--- config.mk ---
export PLATFORM = sky130hd
export DESIGN_NAME = keypad_operand_entry
export DESIGN_NICKNAME = d
export VERILOG_FILES = /design/src/rtl/keypad_pkg.sv /design/src/rtl/key_debouncer.sv /design/src/rtl/keypad_operand_entry.sv
export SDC_FILE = /design/constraint.sdc
export NUM_CORES = 1
export LEC_CHECK = 0
export CELL_PAD_IN_SITES_DETAIL_PLACEMENT = 1
export CELL_PAD_IN_SITES_GLOBAL_PLACEMENT = 1
export CORE_ASPECT_RATIO = 0.8
export CORE_MARGIN = 8
export CORE_UTILIZATION = 32
export DETAILED_ROUTE_END_ITERATION = 12
export PLACE_DENSITY_LB_ADDON = 0.1
export SYNTH_ARGS = -nofsm -noshare
export SYNTH_HDL_FRONTEND = slang
export SYNTH_SLANG_ARGS = --single-unit
--- constraint.sdc ---
create_clock -name clk -period 6.1 [get_ports clk]
set_input_delay 1.22 -clock clk [delete_from_list [all_inputs] [get_ports clk]]
set_output_delay 1.22 -clock clk [all_outputs]
set_load 0.01 [all_outputs]
--- src/rtl/keypad_pkg.sv ---
`default_nettype none
// ============================================================================
// Package  : keypad_pkg
// Brief    : Key codes, entry-state encoding and 4x4 keypad decode helpers.
// Revision : 1.0
// ============================================================================
package keypad_pkg;

    localparam logic [3:0] KEY_0     = 4'd0;
    localparam logic [3:0] KEY_1     = 4'd1;
    localparam logic [3:0] KEY_2     = 4'd2;
    localparam logic [3:0] KEY_3     = 4'd3;
    localparam logic [3:0] KEY_4     = 4'd4;
    localparam logic [3:0] KEY_5     = 4'd5;
    localparam logic [3:0] KEY_6     = 4'd6;
    localparam logic [3:0] KEY_7     = 4'd7;
    localparam logic [3:0] KEY_8     = 4'd8;
    localparam logic [3:0] KEY_9     = 4'd9;
    localparam logic [3:0] KEY_A     = 4'd10;
    localparam logic [3:0] KEY_B     = 4'd11;
    localparam logic [3:0] KEY_C     = 4'd12;
    localparam logic [3:0] KEY_D     = 4'd13;
    localparam logic [3:0] KEY_CLEAR = 4'd14;
    localparam logic [3:0] KEY_NEXT  = 4'd15;

    typedef enum logic [1:0] {
        DIVIDEND = 2'd0,
        DIVISOR  = 2'd1,
        DONE     = 2'd2
    } entry_state_t;

    function automatic logic is_onehot(input logic [3:0] v);
        return (v != 4'd0) && ((v & (v - 4'd1)) == 4'd0);
    endfunction

    function automatic logic [1:0] onehot_index(input logic [3:0] v);
        logic [1:0] idx;
        idx = 2'd0;
        for (int i = 0; i < 4; i++) begin
            if (v[i]) idx = 2'(i);
        end
        return idx;
    endfunction

    // Only meaningful when both vectors are one-hot.
    function automatic logic [3:0] decode_key(input logic [3:0] row, input logic [3:0] col);
        logic [3:0] code;
        code = KEY_0;
        case ({onehot_index(row), onehot_index(col)})
            4'h0: code = KEY_1;
            4'h1: code = KEY_2;
            4'h2: code = KEY_3;
            4'h3: code = KEY_A;
            4'h4: code = KEY_4;
            4'h5: code = KEY_5;
            4'h6: code = KEY_6;
            4'h7: code = KEY_B;
            4'h8: code = KEY_7;
            4'h9: code = KEY_8;
            4'hA: code = KEY_9;
            4'hB: code = KEY_C;
            4'hC: code = KEY_CLEAR;
            4'hD: code = KEY_0;
            4'hE: code = KEY_NEXT;
            4'hF: code = KEY_D;
        endcase
        return code;
    endfunction

endpackage
`default_nettype wire

--- src/rtl/key_debouncer.sv ---
`default_nettype none
// ============================================================================
// Module   : key_debouncer
// Brief    : Synchronizes keypad lines, decodes and debounces into press events.
// Revision : 1.0
// ============================================================================
module key_debouncer
    import keypad_pkg::*;
#(
    parameter int DEBOUNCE_CYCLES = 2
) (
    input  logic       clk,
    input  logic       rst,
    input  logic [3:0] rowk,
    input  logic [3:0] columnk,
    output logic [3:0] key_code,
    output logic       key_evt
);

    localparam int            CW       = $clog2(DEBOUNCE_CYCLES + 1);
    localparam logic [CW-1:0] C_TARGET = CW'(DEBOUNCE_CYCLES);

    logic [3:0]    r_row_s1, r_row_s2, r_col_s1, r_col_s2;
    logic [3:0]    r_code;
    logic [CW-1:0] r_cnt;
    logic          r_locked;
    logic          r_evt;

    logic          w_valid;
    logic [3:0]    w_code;
    logic [CW-1:0] w_cnt_inc;

    assign w_valid   = is_onehot(r_row_s2) && is_onehot(r_col_s2);
    assign w_code    = decode_key(r_row_s2, r_col_s2);
    // Same code as the running candidate extends the streak, anything else restarts it.
    assign w_cnt_inc = ((r_cnt != '0) && (w_code == r_code)) ? r_cnt + CW'(1) : CW'(1);

    always_ff @(posedge clk or posedge rst) begin
        if (rst) begin
            r_row_s1 <= '0;
            r_row_s2 <= '0;
            r_col_s1 <= '0;
            r_col_s2 <= '0;
            r_code   <= '0;
            r_cnt    <= '0;
            r_locked <= 1'b0;
            r_evt    <= 1'b0;
        end else begin
            r_row_s1 <= rowk;
            r_row_s2 <= r_row_s1;
            r_col_s1 <= columnk;
            r_col_s2 <= r_col_s1;
            r_evt    <= 1'b0;
            if (r_locked) begin
                // While locked the counter measures the release streak.
                if (w_valid) begin
                    r_cnt <= '0;
                end else if (r_cnt + CW'(1) == C_TARGET) begin
                    r_cnt    <= '0;
                    r_locked <= 1'b0;
                end else begin
                    r_cnt <= r_cnt + CW'(1);
                end
            end else if (!w_valid) begin
                r_cnt <= '0;
            end else begin
                r_code <= w_code;
                if (w_cnt_inc == C_TARGET) begin
                    r_evt    <= 1'b1;
                    r_locked <= 1'b1;
                    r_cnt    <= '0;
                end else begin
                    r_cnt <= w_cnt_inc;
                end
            end
        end
    end

    assign key_code = r_code;
    assign key_evt  = r_evt;

endmodule
`default_nettype wire

--- src/rtl/keypad_operand_entry.sv ---
`default_nettype none
// ============================================================================
// Module   : keypad_operand_entry
// Brief    : Keypad operand entry for the divider: digit accumulation and start.
// Revision : 1.0
// ============================================================================
module keypad_operand_entry
    import keypad_pkg::*;
#(
    parameter int W               = 16,
    parameter int DEBOUNCE_CYCLES = 2
) (
    input  logic         clk,
    input  logic         rst,
    input  logic [3:0]   rowk,
    input  logic [3:0]   columnk,
    input  logic         equal,
    output logic [W-1:0] dividend,
    output logic [W-1:0] divisor,
    output logic         start,
    output logic         entry_sel,
    output logic         ovf,
    output logic         err_div0
);

    localparam int AW = W + 4;

    logic [3:0]   w_key_code;
    logic         w_key_evt;

    logic         r_eq_s1, r_eq_s2, r_eq_prev, r_eq_evt;

    entry_state_t r_state, w_state_next;
    logic [W-1:0] r_dividend, w_dividend_next;
    logic [W-1:0] r_divisor, w_divisor_next;
    logic         r_start, w_start_next;
    logic         r_ovf, w_ovf_next;
    logic         r_err, w_err_next;

    logic         w_is_digit, w_is_clear, w_is_next;
    logic [W-1:0] w_target;
    logic [AW-1:0] w_acc;
    logic         w_acc_ovf;

    key_debouncer #(
        .DEBOUNCE_CYCLES (DEBOUNCE_CYCLES)
    ) u_key_debouncer (
        .clk      (clk),
        .rst      (rst),
        .rowk     (rowk),
        .columnk  (columnk),
        .key_code (w_key_code),
        .key_evt  (w_key_evt)
    );

    // The equal edge is registered so start lands exactly one cycle after the event.
    always_ff @(posedge clk or posedge rst) begin
        if (rst) begin
            r_eq_s1   <= 1'b0;
            r_eq_s2   <= 1'b0;
            r_eq_prev <= 1'b0;
            r_eq_evt  <= 1'b0;
        end else begin
            r_eq_s1   <= equal;
            r_eq_s2   <= r_eq_s1;
            r_eq_prev <= r_eq_s2;
            r_eq_evt  <= r_eq_s2 & ~r_eq_prev;
        end
    end

    assign w_is_digit = w_key_evt && (w_key_code <= KEY_9);
    assign w_is_clear = w_key_evt && (w_key_code == KEY_CLEAR);
    assign w_is_next  = w_key_evt && (w_key_code == KEY_NEXT);
    assign w_target   = (r_state == DIVISOR) ? r_divisor : r_dividend;
    assign w_acc      = {4'b0000, w_target} * AW'(10) + AW'(w_key_code);
    assign w_acc_ovf  = |w_acc[AW-1:W];

    always_ff @(posedge clk or posedge rst) begin
        if (rst) begin
            r_state    <= DIVIDEND;
            r_dividend <= '0;
            r_divisor  <= '0;
            r_start    <= 1'b0;
            r_ovf      <= 1'b0;
            r_err      <= 1'b0;
        end else begin
            r_state    <= w_state_next;
            r_dividend <= w_dividend_next;
            r_divisor  <= w_divisor_next;
            r_start    <= w_start_next;
            r_ovf      <= w_ovf_next;
            r_err      <= w_err_next;
        end
    end

    always_comb begin
        w_state_next    = r_state;
        w_dividend_next = r_dividend;
        w_divisor_next  = r_divisor;
        w_start_next    = 1'b0;
        w_ovf_next      = r_ovf;
        w_err_next      = r_err;

        if (w_is_clear) begin
            w_state_next    = DIVIDEND;
            w_dividend_next = '0;
            w_divisor_next  = '0;
            w_ovf_next      = 1'b0;
            w_err_next      = 1'b0;
        end else if (r_eq_evt && (r_state == DIVISOR)) begin
            if (r_divisor != '0) begin
                w_start_next = 1'b1;
                w_state_next = DONE;
                w_err_next   = 1'b0;
            end else begin
                w_err_next = 1'b1;
            end
        end else if (w_is_digit) begin
            case (r_state)
                DONE: begin
                    w_state_next    = DIVIDEND;
                    w_dividend_next = W'(w_key_code);
                    w_divisor_next  = '0;
                    w_ovf_next      = 1'b0;
                    w_err_next      = 1'b0;
                end
                DIVISOR: begin
                    if (w_acc_ovf) w_ovf_next = 1'b1;
                    else           w_divisor_next = w_acc[W-1:0];
                end
                default: begin
                    if (w_acc_ovf) w_ovf_next = 1'b1;
                    else           w_dividend_next = w_acc[W-1:0];
                end
            endcase
        end else if (w_is_next && (r_state == DIVIDEND)) begin
            w_state_next = DIVISOR;
        end
    end

    assign dividend  = r_dividend;
    assign divisor   = r_divisor;
    assign start     = r_start;
    assign entry_sel = (r_state == DIVISOR);
    assign ovf       = r_ovf;
    assign err_div0  = r_err;

endmodule
`default_nettype wire

==> results of run 1 <==
Yosys cell counts (5+ instances only):
cell / number
xnor2_1: 17
a21oi_1: 18
nand2b_1: 7
dfrtp_1: 65
xor2_1: 21
nand4_1: 7
a32o_1: 8
and2_1: 12
a211oi_1: 5
mux2i_1: 24
nand3_1: 14
o21ai_0: 26
o22ai_1: 5
inv_1: 21
nor2_1: 25
clkbuf_1: 16
nor4_1: 6
nor3_1: 9
nand2_1: 59
mux2_2: 10
a21o_1: 6
ha_1: 30
power by group through the flow:
stage | combinational (W) | clock, W | sequential (W)
after global routing | 0.0000912 | 0.000573 | 0.000477
after detailed placement | 0.0000814 | 0 | 0.000481
final | 0.0000807 | 0.000541 | 0.000473
after floorplan | 0.0000626 | 0 | 0.000468
after CTS | 0.0000821 | 0.000553 | 0.000473
after global placement | 0.0000783 | 0 | 0.000480
worst max-delay path, delay by kind of cell, from the launching register on:
family / cells / cell delay (ps)
mux: 3 / 860
simple gates: 4 / 1520
fa+ha+maj: 2 / 800
buf+inv: 4 / 1010
flops: 1 / 430
compound gates: 4 / 850
final cells by class:
type,instances,share of cell area
multi-input combinational,373,0.4950
sequential,65,0.3006
timing repair buffer,50,0.09064
clock buffer,12,0.04555
tap,180,0.04162
inverter,21,0.01457
clock inverter,3,0.01202
cells by family (layout without fill, tap and decap cells):
family	after synthesis	after routing	synth area share
AO/OA/AOI/OAI	99	99	0.1496
XOR/XNOR	38	38	0.07478
adder cells (fa/ha/maj)	32	32	0.09334
buffers and inverters	39	86	0.03458
flip-flops	65	65	0.3655
multiplexers	35	35	0.08181
AND/OR/NAND/NOR	169	169	0.2004
metrics by stage:
stage,util,setup slack [ps]
final,0.3980,534.2
after CTS,0.3976,372.2
after global placement,0.3747,751.9
after detailed placement,0.3747,412.7
after global routing,0.3980,62.85
after floorplan,-,904.8
cell usage in the layout (no fill, tap or decap), drive strengths merged, types with 15 or more instances in the layout:
cell	n
xor2	21
a21oi	19
inv	21
mux2i	24
xnor2	17
nor2	25
o21ai	28
clkdlybuf4s50	46
dfrtp	65
nand2	59
nand3	15
ha	30
worst min path at each step:
stage                                        to  depth (start not counted)                        start  slack [ps]
finish              u_key_debouncer.r_col_s2[1]                          0  u_key_debouncer.r_col_s1[1]         350
global route        u_key_debouncer.r_col_s2[2]                          0  u_key_debouncer.r_col_s1[2]         350
CTS                 u_key_debouncer.r_col_s2[2]                          0  u_key_debouncer.r_col_s1[2]         350
detailed placement  u_key_debouncer.r_col_s2[1]                          0  u_key_debouncer.r_col_s1[1]         340
global placement    u_key_debouncer.r_row_s2[1]                          0  u_key_debouncer.r_row_s1[1]         330
floorplan                               r_eq_s2                          0                      r_eq_s1         330
sequential cells by signal, summed over array words and instances (netlist names):
name / cells
dividend: 16
ovf: 1
start: 1
divisor: 16
u_key_debouncer.r_col_s1: 4
r_eq_evt: 1
u_key_debouncer.key_code: 4
u_key_debouncer.key_evt: 1
u_key_debouncer.r_col_s2: 4
u_key_debouncer.r_cnt: 2
u_key_debouncer.r_row_s2: 4
r_eq_prev: 1
r_eq_s1: 1
r_eq_s2: 1
err_div0: 1
r_state: 2
u_key_debouncer.r_row_s1: 4
u_key_debouncer.r_locked: 1
routing by layer:
metal | wire (um) | part of all wire | vias up
met1 | 7102 | 0.53 | 1853
met2 | 5761 | 0.43 | 53
met3 | 474 | 0.035 | 8
li1 | - | - | 1802
met5 | 0 | 0 | -
met4 | 78 | 0.0058 | 0
==> impl_metrics.py, run 1 <==
metrics = {
    "global_route": {
        "antenna_found_initial": 0,
        "grt_max_degree": 66,
        "grtUsageMet3": 0.03690,
        "grt_pass1_wl_mm": 22.09,
        "grt_usage": 0.1555,
        "grt.busiest_layer": "met2",
        "grt_overflow": 0,
        "grt_pass1_vias": 3985,
        "grtUsageMet2": 0.2346,
        "met1_usage": 0.2231,
    },
    "power": {
        "internal-power_w": 0.0008490,
        "power.share.sequential": 0.432,
        "combPwrFrac": 0.074,
        "vdd_drop_max_v": 0.0001534,
        "power_switching_w": 0.0002459,
        "power.leakage_nw": 2.421,
        "p_sw_frac": 0.2246,
        "power_density_mw_per_mm2": 202.3,
        "finalPower_w": 0.001095,
        "p_clk_frac": 0.494,
    },
    "critical_path": {
        "path_class": "reg2reg",
        "cp_common_cell": "mux2i_1",
        "rr_startpoint": "r_state[1]",
        "start_kind": "register",
        "critPathMaxFanout": 29,
        "regToRegEndpoint": "divisor[1]",
        "slowest_stage": "nor4_4",
        "reg2reg_depth": 17,
        "critPathRequiredTime_ps": 6340,
        "startpoint": "r_state[1]",
        "max_stage_delay_ps": 530,
        "cp.arrival_ps": 5810,
        "endpoint_kind": "register",
        "crit_path_end": "divisor[1]",
        "path_cells": "nand2b_1 -> inv_1 -> buf_4 -> mux2i_1 -> inv_1 -> ha_1 -> ha_1 -> and4_1 -> o21ai_0 -> a211oi_1 -> o211a_1 -> o21ai_0 -> nor3b_1 -> mux2i_1 -> nor4_4 -> buf_4 -> mux2i_1",
        "reg2reg_slack_ps": 530,
    },
    "logic_synthesis": {
        "synth_top_area_frac": 0.3655,
        "synth_area_mm2": 0.004451,
        "yosys_warnings": 0,
        "synth-edff-count": 0,
        "ys_async_sr_fraction": 1.000,
        "synth_nets": 520,
        "synth_seq_area_share": 0.3655,
        "avgSynthCellArea_um2": 9.330,
        "ys.flop_type": "dfrtp_1",
        "synth.distinct_cells": 63,
        "synth_seq_cells": 65,
        "yosysTopAreaCell": "dfrtp_1",
        "synthTopCellsByArea": "dfrtp_1 (37%), ha_1 (8.4%), mux2i_1 (5.4%), nand2_1 (5.0%), xor2_1 (4.1%)",
        "synthCells": 477,
    },
    "clocking": {
        "cts-htree-levels": 3,
        "cts.sinks": 65,
        "ctsHoldBuffers": 0,
        "cts_root_buf": "clkbuf_16",
        "clkLatencyLatePin_ps": 320,
        "clockBufferDepth": 2,
        "tritoncts": "done",
        "cts_buffers": 9,
        "clk_pin_slew_ps": 50,
        "cts-resized-gates": 0,
        "postCtsSetupBuffers": 0,
    },
    "layout": {
        "multi_input_area_mm2": 0.002679,
        "final_cells": 704,
        "final_layout_size_suffix_gt1_frac": 0.07443,
        "diodes": 0,
        "area_growth_syn_to_layout_pct": 21.59,
        "regArea_mm2": 0.001627,
        "nFillCells": 1573,
        "design_area_mm2": 0.005411,
        "fin_nets": 563,
    },
    "die": {
        "num_io_pins": 47,
        "core-area_mm2": 0.01360,
        "die_w_um": 147.9,
        "start_util": 0.3273,
        "die_h_um": 121.5,
        "rows": 38,
        "die-area_mm2": 0.01796,
    },
    "placement": {
        "finalWeightedCongestion": 0.8464,
        "dp_hpwl_mm": 10.41,
        "portBuffers": 46,
        "placed_area_mm2": 0.005095,
        "dp_cells": 689,
    },
    "sta": {
        "rsz0062_at_grt": "false",
        "period_needed_ps": 5566,
        "period_share": 0.9124,
        "setup_violations": 0,
        "max_slew_margin": 0.3812,
        "clock_skew_ps": 3.801,
        "tightest_slew_ps": 920.6,
        "slew_viol_final": 0,
        "setup_tns_ps": 0,
        "timing.hold.ws_ps": 346.7,
        "hold_viol": 0,
        "fmax_mhz": 179.7,
    },
    "outcome": {
        "status": "completed",
    },
    "worst_hold_path": {
        "hold_path_class": "reg2reg",
    },
    "routing": {
        "drt-initial-drc-count": 284,
        "wl_per_cell_um": 19.06,
        "routed_wl_mm": 13.42,
        "num_vias": 3716,
        "drt-pass1-iter-count": 4,
        "vias_per_cell": 5.278,
        "drtAntennaViolNets": 0,
        "drcViolationCount": 0,
    },
    "job": {
        "maxCapViolCount": 0,
    },
}
Note: power is estimated with default switching activity, not from simulation.
==> run 2, diff against run 1 <==
--- a/config.mk
+++ b/config.mk
@@ -5,10 +5,10 @@
 export SDC_FILE = /design/constraint.sdc
 export NUM_CORES = 1
 export LEC_CHECK = 0
+export ABC_AREA = 1
 export CELL_PAD_IN_SITES_DETAIL_PLACEMENT = 1
 export CELL_PAD_IN_SITES_GLOBAL_PLACEMENT = 1
 export CORE_ASPECT_RATIO = 0.8
-export CORE_MARGIN = 8
 export CORE_UTILIZATION = 32
 export DETAILED_ROUTE_END_ITERATION = 12
 export PLACE_DENSITY_LB_ADDON = 0.1
==> impl_metrics.py, run 2 <==
metrics = {
    "global_route": {
        "antenna_found_initial": 0,
        "grt_usage": 0.2064,
        "grt_overflow": 0,
        "grt_max_degree": 66,
        "grt_pass1_vias": 4691,
        "grt_pass1_wl_mm": 24.90,
    },
    "clocking": {
        "cts_root_buf": "clkbuf_16",
        "postCtsSetupBuffers": 0,
        "clockBufferDepth": 2,
        "cts-htree-levels": 3,
        "cts-resized-gates": 0,
        "cts_buffers": 9,
        "ctsHoldBuffers": 0,
        "tritoncts": "done",
        "clk_pin_slew_ps": 60,
        "clkLatencyLatePin_ps": 340,
        "cts.sinks": 65,
    },
    "die": {
        "rows": 39,
        "num_io_pins": 47,
        "core-area_mm2": 0.01454,
        "die-area_mm2": 0.01562,
        "die_h_um": 112.0,
        "die_w_um": 139.5,
        "start_util": 0.3327,
    },
    "logic_synthesis": {
        "ys_async_sr_fraction": 1.000,
        "yosysTopAreaCell": "dfrtp_1",
        "synthCells": 688,
        "synth_top_area_frac": 0.3362,
        "synth_seq_area_share": 0.3362,
        "synthTopCellsByArea": "dfrtp_1 (34%), nand2_1 (16%), ha_1 (7.8%), inv_1 (7.1%), nand3_1 (6.5%)",
        "ys.flop_type": "dfrtp_1",
        "synth_area_mm2": 0.004838,
        "synth-edff-count": 0,
        "synth.distinct_cells": 42,
        "avgSynthCellArea_um2": 7.033,
        "yosysMostFrequentCell": "nand2_1",
        "yosys_warnings": 0,
        "synth_commonest_cells": "nand2_1 (203), inv_1 (92), nor2_1 (77)",
        "synth_nets": 731,
        "synth_seq_cells": 65,
    },
    "sta": {
        "clock_skew_ps": 5.383,
        "period_share": 0.8391,
        "setup_slack_ps": 981.5,
        "max_slew_margin": 0.3603,
        "slew_viol_final": 0,
        "hold_viol": 0,
        "period_needed_ps": 5118,
        "timing.hold.ws_ps": 346.0,
        "tightest_slew_ps": 949.6,
        "setup_tns_ps": 0,
        "fmax_mhz": 195.4,
        "setup_violations": 0,
        "rsz0062_at_grt": "false",
    },
    "layout": {
        "area_growth_syn_to_layout_pct": 19.45,
        "final_util": 0.3974,
        "fin_nets": 777,
        "layout_commonest_cell": "nand2_1",
        "multi_input_area_mm2": 0.002748,
        "most-common-layout-cells": "nand2_1 (203), inv_1 (91), nor2_1 (77), dfrtp_1 (65), nand3_1 (63)",
        "final_layout_size_suffix_gt1_frac": 0.07172,
        "nFillCells": 1826,
        "final_cells": 923,
        "regArea_mm2": 0.001627,
        "diodes": 0,
    },
    "routing": {
        "drtAntennaViolNets": 0,
        "routed_wl_mm": 15.28,
        "wl_per_cell_um": 16.55,
        "vias_per_cell": 4.996,
        "drt-pass1-iter-count": 5,
        "num_vias": 4611,
        "drt-initial-drc-count": 207,
        "drcViolationCount": 0,
    },
    "power": {
        "vdd_drop_max_v": 0.0001471,
        "internal-power_w": 0.0009132,
        "p_clk_frac": 0.477,
        "power_density_mw_per_mm2": 217.0,
        "power_switching_w": 0.0003407,
        "combPwrFrac": 0.150,
        "p_sw_frac": 0.2717,
        "power.share.sequential": 0.373,
        "power.leakage_nw": 2.826,
    },
    "critical_path": {
        "slowest_stage": "o21ai_0",
        "endpoint_kind": "register",
        "critPathRequiredTime_ps": 6330,
        "cp.arrival_ps": 5350,
        "max_stage_delay_ps": 610,
        "path_class": "reg2reg",
        "critPathMaxFanout": 35,
        "start_kind": "register",
        "cp_common_cell": "nand2_1",
    },
    "placement": {
        "dp_cells": 907,
        "finalWeightedCongestion": 0.8324,
        "preCtsSetupSlack_ps": 973.5,
        "dp_hpwl_mm": 12.10,
        "portBuffers": 46,
    },
    "job": {
        "maxCapViolCount": 0,
    },
    "outcome": {
        "status": "completed",
    },
    "worst_hold_path": {
        "hold_path_class": "reg2reg",
    },
}
-- run 2: logic make-up (layout without fill, tap and decap cells) --
group	after synthesis	in the layout	share of synthesized area
compound gates	61	61	0.07112
xor+xnor	25	25	0.04681
fa+ha+maj	32	32	0.08585
buf+inv	108	159	0.09594
flops	65	65	0.3362
mux	3	3	0.006207
simple gates	394	394	0.3579
-- run 2: layer usage --
layer / vias to the layer above / global-route usage / wire length [um]
li1: 2280 / - / -
met2: 82 / 0.3126 / 6477
met3: 16 / 0.03527 / 625
met1: 2233 / 0.3059 / 8016
met5: - / 0 / 0
met4: 0 / 0.04148 / 159
-- run 2: worst paths after layout --
check	slack, ps	end	startpoint	cells after the start
hold reg to reg	350	u_key_debouncer.r_row_s2[3]	u_key_debouncer.r_row_s1[3]	0
setup / recovery	980	dividend[8]	r_state[0]	25
max in group asynchronous	4080	divisor[2]	rst	3
setup reg to reg	980	dividend[8]	r_state[0]	25
hold / removal	350	u_key_debouncer.r_row_s2[3]	u_key_debouncer.r_row_s1[3]	0
min in group asynchronous	1450	r_eq_prev	rst	3
-- run 2: layout make-up --
type                            count  area share
Tap cell                          184     0.03984
Inverter                           95     0.06170
Sequential cell                    65      0.2814
Clock buffer                        9     0.03897
Multi-Input combinational cell    515      0.4754
Timing Repair Buffer               48     0.08227
Clock inverter                      7     0.02035
-- run 2: worst max-delay path, delay by kind of cell, from the launching register on --
kind / cells / cell delay (ps)
DFF: 1 / 350
and+or+nand+nor: 17 / 2000
adders and majority gates: 3 / 1170
AOI/OAI and AO/OA: 2 / 770
buffers and inverters: 3 / 670
-- run 2: power by group through the flow --
stage | clock (W) | combinational (W) | sequential [W]
floorplan | 0 | 0.000136 | 0.000469
global placement | 0 | 0.000182 | 0.000476
detailed placement | 0 | 0.000186 | 0.000476
CTS | 0.000610 | 0.000189 | 0.000468
global route | 0.000628 | 0.000212 | 0.000470
finish | 0.000598 | 0.000188 | 0.000468
-- run 2: metrics by stage --
step	area, um2	power (W)
floorplan	4838	0.0006050
global placement	5436	0.0006577
detailed placement	5436	0.0006621
CTS	5779	0.001267
global route	5779	0.001310
finish	5779	0.001254
